File: src/rtl/counter_pkg.sv
// rtl/counter_pkg.sv - shared types and elaboration checks for the up/down counter
//
// Purpose: direction and end-of-range mode encodings, plus a parameter
// sanity check evaluated at elaboration time.
// Ports: none (package).
package counter_pkg;

  typedef enum logic {
    DIR_DOWN = 1'b0,
    DIR_UP   = 1'b1
  } dir_e;

  typedef enum logic {
    MODE_WRAP = 1'b0,
    MODE_SAT  = 1'b1
  } mode_e;

  // True when the width is usable and the reset value is representable in it.
  function automatic bit counter_params_ok(input int width, input longint reset_value);
    longint max_value;
    max_value = (longint'(1) << width) - 1;
    return (width >= 2) && (width <= 62) && (reset_value >= 0) && (reset_value <= max_value);
  endfunction

endpackage

File: src/rtl/counter_step.sv
// rtl/counter_step.sv - combinational single-step rule for the up/down counter
//
// Purpose: given the current count, direction, terminal value and mode,
// produce the count after one enabled step and whether a boundary was hit.
// Ports:
//   count_i        current count
//   dir_i          1 = up, 0 = down
//   max_i          terminal value; range is 0..max_i
//   saturate_i     1 = saturate at the boundary, 0 = wrap
//   next_count_o   count after one enabled step
//   boundary_hit_o step wrapped or hit a saturated boundary
module counter_step
  import counter_pkg::*;
#(
  parameter int WIDTH = 10
) (
  input  logic [WIDTH-1:0] count_i,
  input  logic             dir_i,
  input  logic [WIDTH-1:0] max_i,
  input  logic             saturate_i,
  output logic [WIDTH-1:0] next_count_o,
  output logic             boundary_hit_o
);

  dir_e  dir;
  mode_e mode;

  assign dir  = dir_e'(dir_i);
  assign mode = mode_e'(saturate_i);

  always_comb begin
    next_count_o   = count_i;
    boundary_hit_o = 1'b0;
    if (dir == DIR_UP) begin
      // ">=" also catches a count stranded above a freshly lowered max.
      if (count_i >= max_i) begin
        boundary_hit_o = 1'b1;
        next_count_o   = (mode == MODE_SAT) ? max_i : '0;
      end else begin
        next_count_o = count_i + WIDTH'(1);
      end
    end else begin
      if (count_i > max_i) begin
        // Max was lowered under us: pull back into range without an event.
        next_count_o = max_i;
      end else if (count_i == '0) begin
        boundary_hit_o = 1'b1;
        next_count_o   = (mode == MODE_SAT) ? '0 : max_i;
      end else begin
        next_count_o = count_i - WIDTH'(1);
      end
    end
  end

endmodule

File: src/rtl/updown_counter.sv
// rtl/updown_counter.sv - up/down counter with runtime modulus, wrap/saturate, load and clear
//
// Purpose: registered count over 0..i_max with clear > load > enable priority,
// terminal-count flag, one-cycle boundary event and sticky overflow.
// Ports:
//   i_clk, i_rst_n  clock (posedge) and asynchronous active-low reset
//   i_en            count enable
//   i_clear         synchronous clear to 0
//   i_load          synchronous load of i_load_value (clamped to i_max)
//   i_load_value    load data
//   i_dir           1 = up, 0 = down
//   i_max           terminal value
//   i_saturate      1 = saturate, 0 = wrap
//   i_ovf_clr       clears o_ovf (a same-cycle boundary hit wins)
//   o_count         registered count
//   o_tc            combinational terminal count for the current direction
//   o_event         registered pulse the cycle after a boundary hit
//   o_ovf           sticky boundary-hit flag
module updown_counter
  import counter_pkg::*;
#(
  parameter int WIDTH       = 10,
  parameter int RESET_VALUE = 0
) (
  input  logic             i_clk,
  input  logic             i_rst_n,
  input  logic             i_en,
  input  logic             i_clear,
  input  logic             i_load,
  input  logic [WIDTH-1:0] i_load_value,
  input  logic             i_dir,
  input  logic [WIDTH-1:0] i_max,
  input  logic             i_saturate,
  input  logic             i_ovf_clr,
  output logic [WIDTH-1:0] o_count,
  output logic             o_tc,
  output logic             o_event,
  output logic             o_ovf
);

  if (!counter_params_ok(WIDTH, longint'(RESET_VALUE))) begin : g_bad_params
    $error("updown_counter: WIDTH must be >= 2 and RESET_VALUE must fit in WIDTH bits");
  end

  localparam logic [WIDTH-1:0] RESET_COUNT = WIDTH'(RESET_VALUE);

  logic [WIDTH-1:0] count_q, count_d;
  logic             event_q, event_d;
  logic             ovf_q, ovf_d;
  logic [WIDTH-1:0] step_count;
  logic             step_hit;
  logic             hit_taken;

  counter_step #(
    .WIDTH(WIDTH)
  ) u_step (
    .count_i       (count_q),
    .dir_i         (i_dir),
    .max_i         (i_max),
    .saturate_i    (i_saturate),
    .next_count_o  (step_count),
    .boundary_hit_o(step_hit)
  );

  always_comb begin
    count_d   = count_q;
    hit_taken = 1'b0;
    if (i_clear) begin
      count_d = '0;
    end else if (i_load) begin
      count_d = (i_load_value > i_max) ? i_max : i_load_value;
    end else if (i_en) begin
      count_d   = step_count;
      hit_taken = step_hit;
    end
    event_d = hit_taken;
    ovf_d   = hit_taken | (ovf_q & ~i_ovf_clr);
  end

  always_ff @(posedge i_clk or negedge i_rst_n) begin
    if (!i_rst_n) begin
      count_q <= RESET_COUNT;
      event_q <= 1'b0;
      ovf_q   <= 1'b0;
    end else begin
      count_q <= count_d;
      event_q <= event_d;
      ovf_q   <= ovf_d;
    end
  end

  assign o_tc    = i_en & ((dir_e'(i_dir) == DIR_UP) ? (count_q >= i_max) : (count_q == '0));
  assign o_count = count_q;
  assign o_event = event_q;
  assign o_ovf   = ovf_q;

endmodule

File: config.mk
export PLATFORM = sky130hd
export DESIGN_NAME = updown_counter
export DESIGN_NICKNAME = d
export VERILOG_FILES = /design/src/rtl/counter_pkg.sv /design/src/rtl/counter_step.sv /design/src/rtl/updown_counter.sv
export SDC_FILE = /design/constraint.sdc
export NUM_CORES = 1
export LEC_CHECK = 0
export ABC_AREA = 1
export BUFFER_PORTS_ARGS = -buffer_cell sky130_fd_sc_hd__clkbuf_2
export CORE_UTILIZATION = 40
export DETAILED_ROUTE_END_ITERATION = 12
export SETUP_SLACK_MARGIN = 0.5
export SYNTH_ARGS = -nofsm -noshare
export SYNTH_HDL_FRONTEND = slang
export SYNTH_SLANG_ARGS = --single-unit
File: constraint.sdc
create_clock -name i_clk -period 1.79 [get_ports i_clk]
set_input_delay 0 -clock i_clk [delete_from_list [all_inputs] [get_ports i_clk]]
set_output_delay 0 -clock i_clk [all_outputs]
set_load 0.01 [all_outputs]
==> results of run 1 <==
==> sequential cells by signal, summed over array words and instances (netlist names) <==
signal and count:
o_event 1, o_count 10, o_ovf 1
==> Yosys cell counts, drive strengths merged (2+ instances only) <==
cell	number	area, sq um
a21boi	10	78.8
a21oi	8	40.0
buf	14	101
clkbuf	4	15.0
dfrtp	12	300
ha	22	275
inv	40	150
nand2	152	586
nand3	52	280
nand3b	3	22.5
nand4	5	46.3
nor2	46	213
o211ai	4	30.0
o21ai	8	40.0
xnor2	2	17.5
xor2	7	61.3
==> where the power goes <==
part | switching (mW) | total (mW) | internal (mW)
Clock | 0.128 | 0.323 | 0.195
Combinational | 0.794 | 1.40 | 0.608
Sequential | 0.0303 | 0.335 | 0.305
Total | 0.952 | 2.06 | 1.11
==> worst max-delay path: stages (launching register included) <==
cell and delay, ns:
dfrtp_1 0.41, ha_4 0.30, nand2_4 0.05, nor2_4 0.17, nand3_2 0.13, nand2_2 0.10, nor2_4 0.06, buf_6 0.13
a31oi_4 0.13, nand2_2 0.09, inv_2 0.06, buf_6 0.09
==> cell type report <==
cell class / count / area share, %
clock buffers: 4 / 1.65
inverters: 41 / 4.61
multi-input cells: 325 / 62.2
flip-flops and latches: 12 / 9.10
well taps: 72 / 2.70
repair buffers: 91 / 19.7
==> kinds of logic (layout without fill, tap and decap cells) <==
family | Yosys count | count (layout)
xor gates and xnor gates | 9 | 9
DFF | 12 | 12
AOI/OAI and AO/OA | 35 | 35
adders and majority gates | 22 | 22
and+or+nand+nor | 259 | 259
buffers and inverters | 59 | 136
==> worst min path at each step <==
| stage | startpoint | slack, ns | end | depth (start not counted) |
|---|---|---|---|---|
| floorplan | i_rst_n | -0.30 | o_count[0] | 0 |
| global placement | i_rst_n | -0.08 | o_count[8] | 1 |
| detailed placement | i_rst_n | -0.07 | o_count[7] | 1 |
| CTS | i_clear | 0.07 | o_event | 4 |
| global route | i_clear | 0.14 | o_event | 4 |
| finish | i_clear | 0.09 | o_event | 4 |
==> metrics by stage <==
stage	instance area [sq um]	cells	hold slack, ns
floorplan	2380	396	-0.296
global placement	2850	528	-0.0764
detailed placement	2850	528	-0.0736
CTS	3210	544	0.0704
global route	3340	545	0.142
finish	3340	545	0.0919
==> timing repair <==
item | in CTS | in global routing
resized for setup | 40 | 23
endpoints found under the setup margin | 13 | 13
setup buffers | 10 | 1
hold buffers | 2 | 0
pin swaps | 19 | 18
endpoints found under the hold margin | 13 | 0
==> layer usage <==
| layer | share of wire, % | global-route usage, % | vias to the layer above |
|---|---|---|---|
| li1 | - | - | 1423 |
| met1 | 45 | 33.5 | 1281 |
| met2 | 50 | 48.5 | 66 |
| met3 | 3.9 | 3.06 | 10 |
| met4 | 1.5 | 5.74 | 0 |
| met5 | 0 | 0 | - |
==> results_dict.tcl, run 1 <==
set metrics [dict create \
    status "finished with violations" \
    violations "negative setup slack" \
    routed_wl_um 7690 \
    n_antenna_cell 0 \
    die_h_um 78.0 \
    htree_num_levels 1 \
    arrival_ns 1.97 \
    clockRootBuffer "clkbuf_8" \
    synthXorXnorAreaFrac_pct 3.41 \
    grt_pass1_wl_um 12700 \
    drt-initial-drc-count 176 \
    rr_startpoint "o_count[7]" \
    cp.required_ns 1.79 \
    path_clk_slew_ns 0.06 \
    place_ws_ns -0.0886 \
    syn_nets 446 \
    antenna_found_initial 0 \
    layout_min_cycle_time_ns 1.97 \
    initial_utilization_pct 41.7 \
    final_cell_mix "nand2_1 (138), clkbuf_2 (39), buf_4 (39)" \
    cts_buffers 3 \
    synthCells 396 \
    cp_max_fo 5 \
    viasPerCell 5.10 \
    drtPass1Iterations 4 \
    layout-drive-gt1-share_pct 34.5 \
    die_area_sq_um 6080 \
    powerDensity_nw_per_um2 617 \
    worstSetupEndpoint "o_tc" \
    rrSetupSlack_ns -0.17 \
    reg2reg_depth 14 \
    post-route-period-util_pct 110 \
    yosysWarnings 0 \
    syn-cell-area_sq_um 2310 \
    multiInputGateArea_sq_um 2080 \
    finalClockSkew_ns 0.00374 \
    synth-seq-area-share_pct 13.0 \
    seqCellArea_sq_um 304 \
    row_count 27 \
    final-hold-violation-count 0 \
    port-buffer-count 40 \
    layout_commonest_cell "nand2_1" \
    synth-seq-cells 12 \
    fin_setup_tns_ns -1.76 \
    nFillCells 570 \
    die_x_um 78.0 \
    ys_types 34 \
    gp_congestion 0.852 \
    rsz0062_at_grt "true" \
    power.leakage_nw 1.78 \
    finalPower_mw 2.06 \
    synth-simple-area-share_pct 50.0 \
    fmax_mhz 509 \
    grt_start_max_net_pins 21 \
    slew_viol_final 0 \
    tightestPinTransition_ns 0.451 \
    clk_latency_ns 0.25 \
    synth_edf_count 0 \
    dp_hpwl_um 5970 \
    area_delta_synth_final_pct 44.7 \
    fin_util_pct 60.3 \
    synth-compound-area-share_pct 9.97 \
    synthArstFlopShare_pct 100 \
    drv_cap 0 \
    avgSynthCellArea_sq_um 5.83 \
    timing.rr.end "o_count[6]" \
    hp-class "in2reg" \
    cp-end-kind "primary output" \
    worstSetupPathType "reg2out" \
    drc 0 \
    synthMuxAreaShare_pct 0 \
    finalSetupViolCount 13 \
    synth_top_family_by_area "simple AND/OR/NAND/NOR gates" \
    cts_buffer_depth 2 \
    synthFlopType "dfrtp_1" \
    grt_overflow 0 \
    fin_ws_ns -0.176 \
    synthAdderAreaFrac_pct 11.9 \
    core_area_sq_um 5540 \
    dr_total_vias 2780 \
    wl_per_cell_um 14.1 \
    ioPinCount 41 \
    grt_pass1_vias 2708 \
    grt.total_usage_pct 26.7 \
    cts_tree "yes" \
    cp-start-kind "flip-flop" \
    antenna_left 0 \
    nNetsFinal 524 \
    slew_headroom_pct 69.9 \
    crit_start "o_count[7]" \
    cts_sinks 12 \
    vdd_drop_max_mv 0.369 \
]
Note: power is estimated with default switching activity, not from simulation.
==> run 2: changes to the inputs <==
ABC_AREA = unset   (was 1)
==> run 2 against run 1 <==
The run still ends with negative setup slack left. First-iteration DRC count up 36%. Critical path depth down 4. Critical endpoint is now o_count[3]. Largest cell class unchanged. Largest power group unchanged. Routed wire length down 3.5%. Count of clock-buffer cells in the layout unchanged.
==> results_dict.tcl, run 2 <==
set metrics [dict create \
    fmax_mhz 436 \
    synth_top_family_by_area "compound AO/OA/AOI/OAI gates" \
    cp_max_fo 7 \
    yosysTopAreaCell "dfrtp_1" \
    wl_per_cell_um 17.5 \
    syn-cell-area_sq_um 2070 \
    nNetsFinal 409 \
    cp-end-kind "flip-flop" \
    synth-compound-area-share_pct 32.7 \
    reg2reg_depth 7 \
    die_h_um 73.9 \
    initial_utilization_pct 42.7 \
    htree_num_levels 1 \
    synthCells 266 \
    dp_hpwl_um 5720 \
    synth_common_cells "ha_1 (22), nand3_1 (20), inv_1 (18)" \
    tightestPinTransition_ns 0.413 \
    synthXorXnorAreaFrac_pct 5.51 \
    ioPinCount 41 \
    syn_nets 316 \
    rsz0062_at_grt "true" \
    synth-simple-area-share_pct 23.9 \
    cp-start-kind "flip-flop" \
    ys_types 56 \
    critical_path.cell_chain "ha_4 > and3_4 > a221oi_4 > o211a_1 > o21ai_4 > a221o_1 > a221o_1" \
    violations "negative setup slack" \
    slew_headroom_pct 72.1 \
    fin_ws_ns -0.506 \
    die_x_um 73.9 \
    core_area_sq_um 4850 \
    drtPass1Iterations 7 \
    status "finished with violations" \
    clockRootBuffer "clkbuf_8" \
    synthAdderAreaFrac_pct 13.3 \
    drt-initial-drc-count 240 \
    nFillCells 437 \
    area_delta_synth_final_pct 49.1 \
    cts_tree "yes" \
    synth-seq-area-share_pct 14.5 \
    grt_overflow 0 \
    drv_cap 0 \
    antenna_found_initial 0 \
    avgSynthCellArea_sq_um 7.78 \
    cts_buffers 3 \
    clk_latency_ns 0.25 \
    cts_buffer_depth 2 \
    layout-drive-gt1-share_pct 43.3 \
    powerDensity_nw_per_um2 636 \
    dr_total_vias 2569 \
    synth_most_common_cell "ha_1" \
    cpPeakStageDelay_ns 0.43 \
    final_cell_mix "buf_4 (58), clkbuf_2 (39), nand3_1 (19)" \
    busiest_layer "met2" \
    hold-path-cell-count 3 \
    fin_setup_tns_ns -5.76 \
    crit_top_cell "a221o_1" \
    synthFlopType "dfrtp_1" \
    use_met1_pct 37.9 \
    post-route-period-util_pct 128 \
    slew_viol_final 0 \
    grt.total_usage_pct 27.7 \
    grt.met2_usage_pct 44.9 \
    grt_pass1_wl_um 11400 \
    hp-class "in2reg" \
    synth_area_leaders "dfrtp_1 (15%), ha_1 (13%), a221o_1 (4.8%)" \
    synth_top_area_share_pct 14.5 \
    viasPerCell 6.04 \
    worstSetupPathType "reg2reg" \
    gp_congestion 0.900 \
    arrival_ns 2.43 \
    finalClockSkew_ns 0.000533 \
    cp.required_ns 1.92 \
    finalSetupViolCount 13 \
    final-hold-violation-count 0 \
    largest_reg_flops 10 \
    whs_ns 0.0279 \
    synthMuxAreaShare_pct 1.09 \
    synth-seq-cells 12 \
    fin_area_sq_um 3080 \
    layout_commonest_cell "buf_4" \
    yosysWarnings 0 \
    layout_min_cycle_time_ns 2.30 \
    power.leakage_nw 1.38 \
    routed_wl_um 7420 \
    grt_start_max_net_pins 20 \
    cp_slowest_cell "dfrtp_2" \
    grt_use_met3_pct 3.43 \
    row_count 25 \
    finalPower_mw 1.96 \
    place_area_sq_um 2780 \
    drc 0 \
    path_clk_slew_ns 0.06 \
    grt_pass1_vias 2366 \
    port-buffer-count 40 \
    synth_edf_count 0 \
    cts_sinks 12 \
    antenna_left 0 \
    n_antenna_cell 0 \
    die_area_sq_um 5460 \
    synthArstFlopShare_pct 100 \
    vdd_drop_max_mv 0.363 \
]
-- run 2: cell count changes after synthesis, sizes merged, moves of 7 or more --
cell    before  now
a21oi        8   18
nor2        46   16
nor3         0    9
nand3       52   20
o21ai        8   16
a211oi       0   10
a21boi      10    0
nand2b       0    8
inv         40   18
a221o        0   10
nand2      152   11
a31oi        1    8
-- run 2: kinds of logic after synthesis --
family,after synthesis
xor gates and xnor gates,13
buffers and inverters,37
muxes,2
DFF,12
AOI/OAI and AO/OA,93
adders and majority gates,22
and+or+nand+nor,87
-- run 2: what timing repair did --
item | in CTS | in global routing
hold buffers | 1 | 0
setup buffers | 4 | 4
gates resized for setup | 18 | 17
setup endpoints to repair | 13 | 13
hold endpoints to repair | 12 | 0
pin swaps | 16 | 11
-- run 2: area by class of cell --
class / count / area, sq um / share of cell area, %
Inverter: 19 / 81.3 / 2.64
Tap cell: 67 / 83.8 / 2.72
Multi-Input combinational cell: 217 / 1830 / 59.3
Clock buffer: 4 / 55.1 / 1.79
Timing Repair Buffer: 106 / 731 / 23.7
Sequential cell: 12 / 304 / 9.86
-- run 2: critical path, delay by kind of cell, from the launching register on --
family / cells / cell delay, ns
AOI/OAI and AO/OA: 5 / 1.34
DFF: 1 / 0.43
adders and majority gates: 1 / 0.23
and+or+nand+nor: 1 / 0.17
-- run 2: layer usage --
metal,routed length (um),share of wire [%]
met5,0,0
met1,3240,44
met3,514,6.9
met2,3420,46
met4,252,3.4
-- run 2: final timing paths --
kind / startpoint / to / slack [ns]
min reg2reg: o_ovf / o_ovf / 0.49
min in group asynchronous: i_rst_n / o_count[4] / 0.19
max reg2reg: o_count[5] / o_count[3] / -0.51
min: i_ovf_clr / o_ovf / 0.03
max: o_count[5] / o_count[3] / -0.51
max in group asynchronous: i_rst_n / o_count[9] / 1.30
-- run 2: power breakdown --
part	switching, mW	internal [mW]
Sequential	0.0336	0.303
Clock	0.126	0.195
Combinational	0.673	0.630
Total	0.832	1.13
-- run 2: through the flow --
step,utilization [%],cells,setup slack [ns]
floorplan,-,266,-0.453
global placement,57.3,412,-0.527
detailed placement,57.3,412,-0.577
CTS,61.1,421,-0.494
global route,63.6,425,-0.613
finish,63.6,425,-0.506
==> run 3: changes to the inputs <==
CORE_UTILIZATION = 51   (was 40)
GPL_ROUTABILITY_DRIVEN = 0   (was unset)
PLACE_DENSITY = 0.78   (was unset)
SETUP_SLACK_MARGIN = unset   (was 0.5)
==> run 3 against run 2 <==
The run still ends with negative setup slack left. Sequential power rose by 2%. Final area fell by 0.16%. Hold slack improved by 0.025 ns. First-iteration DRC count rose by 57%. Non-clock buffer count rose by 6. Critical path type unchanged. Critical endpoint is now o_count[4]. Largest cell class unchanged.
==> results_dict.tcl, run 3 (synthesized netlist as in run 2, its figures left out) <==
set metrics [dict create \
    reg2reg_depth 8 \
    grt.total_usage_pct 39.6 \
    fin_util_pct 81.6 \
    antenna_found_initial 0 \
    cp-start-kind "flip-flop" \
    dp.cells 396 \
    nFillCells 228 \
    multiInputGateArea_sq_um 1800 \
    seqCellArea_sq_um 304 \
    powerDensity_nw_per_um2 649 \
    arrival_ns 2.57 \
    grt_start_max_net_pins 21 \
    die_h_um 65.7 \
    routed_wl_um 8430 \
    antenna_left 0 \
    slew_headroom_pct 67.0 \
    nNetsFinal 415 \
    drt-initial-drc-count 378 \
    min-delay-start "i_ovf_clr" \
    worstSetupPathType "reg2reg" \
    n_antenna_cell 0 \
    wl_per_cell_um 20.5 \
    finalClockSkew_ns 0.00396 \
    area_delta_synth_final_pct 48.8 \
    grt_pass1_wl_um 12700 \
    violations "negative setup slack" \
    hold_end "o_ovf" \
    power.leakage_nw 1.39 \
    initial_utilization_pct 54.8 \
    rrSetupSlack_ns -0.63 \
    row_count 22 \
    layout_min_cycle_time_ns 2.42 \
    port-buffer-count 40 \
    whs_ns 0.0527 \
    vdd_drop_max_mv 0.567 \
    grt_pass1_vias 2673 \
    grt_overflow 0 \
    final-hold-violation-count 0 \
    hp-class "in2reg" \
    cp-end-kind "flip-flop" \
    cts_buffers 3 \
    timing.rr.end "o_count[4]" \
    cp.required_ns 1.94 \
    ioPinCount 41 \
    status "finished with violations" \
    finalPower_mw 2.00 \
    die_x_um 65.7 \
    cp_max_fo 4 \
    htree_num_levels 1 \
    largest_reg_flops 10 \
    cts_tree "yes" \
    clk_latency_ns 0.26 \
    path_clk_slew_ns 0.06 \
    finalSetupViolCount 13 \
    fin_cells 412 \
    drtPass1Iterations 7 \
    core_area_sq_um 3770 \
    rr_startpoint "o_count[5]" \
    clockRootBuffer "clkbuf_8" \
    cts_buffer_depth 2 \
    slew_viol_final 0 \
    tightestPinTransition_ns 0.492 \
    layout_commonest_cell "buf_4" \
    dp_hpwl_um 5730 \
    dr_total_vias 2785 \
    fin_setup_tns_ns -6.93 \
    die_area_sq_um 4310 \
    final_cell_mix "buf_4 (64), clkbuf_2 (39), nand3_1 (20)" \
    layout-drive-gt1-share_pct 42.9 \
    viasPerCell 6.76 \
    fin_ws_ns -0.627 \
    drc 0 \
    rsz0062_at_grt "true" \
    fmax_mhz 414 \
    post-route-period-util_pct 135 \
    hold-path-cell-count 3 \
    cts_sinks 12 \
    drv_cap 0 \
]
run 3: cell count changes in the layout (fill, tap and decap cells not counted), sizes merged:
| cell | change |
|---|---|
| buf | +6 |
run 3: worst max-delay path by stage:
stage,from,to,cells after the start
after floorplan,o_count[0],o_count[7],8
after global placement,o_count[3],o_count[2],7
after detailed placement,o_count[3],o_count[2],7
after CTS,o_count[1],o_count[1],10
after global routing,o_count[8],o_count[9],8
final,o_count[5],o_count[4],8
run 3: layout make-up:
type,count,share of cell area [%]
repair buffers,112,25.3
flip-flops and latches,12,9.88
clock buffers,4,1.79
multi-input cells,217,58.5
inverters,19,2.64
well taps,48,1.95
run 3: critical path, cell delays in order, from the launching register on:
cell	delay (ns)
dfrtp_2	0.43
ha_4	0.28
nand4_1	0.22
a211o_1	0.33
o211ai_1	0.18
buf_4	0.19
nand2_4	0.06
a221o_1	0.31
a221o_1	0.28
run 3: metrics by stage:
step                cell area [sq um]  setup slack, ns
floorplan                        2210           -0.453
finish                           3080           -0.627
detailed placement               2790           -0.544
global placement                 2790           -0.477
CTS                              2980           -0.495
global route                     3080           -0.663
run 3: layer usage:
| layer | global-route usage [%] | routed length, um | vias to the layer above |
|---|---|---|---|
| li1 | - | - | 1226 |
| met1 | 45.5 | 3160 | 1278 |
| met2 | 68.9 | 4030 | 216 |
| met3 | 6.94 | 808 | 65 |
| met4 | 20.9 | 426 | 0 |
| met5 | 0 | 0 | - |
run 3: repair_timing:
item                                    in CTS  in global routing
pin swaps                                   14                 17
hold buffers                                 1                  0
endpoints found under the setup margin      13                 13
endpoints found under the hold margin       12                  0
setup buffers                                7                  4
resized for setup                           14                 14
run 3: where the power goes:
part | internal [mW] | total (mW) | leakage, nW | switching, mW
Combinational | 0.630 | 1.32 | 1.21 | 0.694
Clock | 0.196 | 0.330 | 0.0288 | 0.134
Sequential | 0.303 | 0.344 | 0.154 | 0.0412
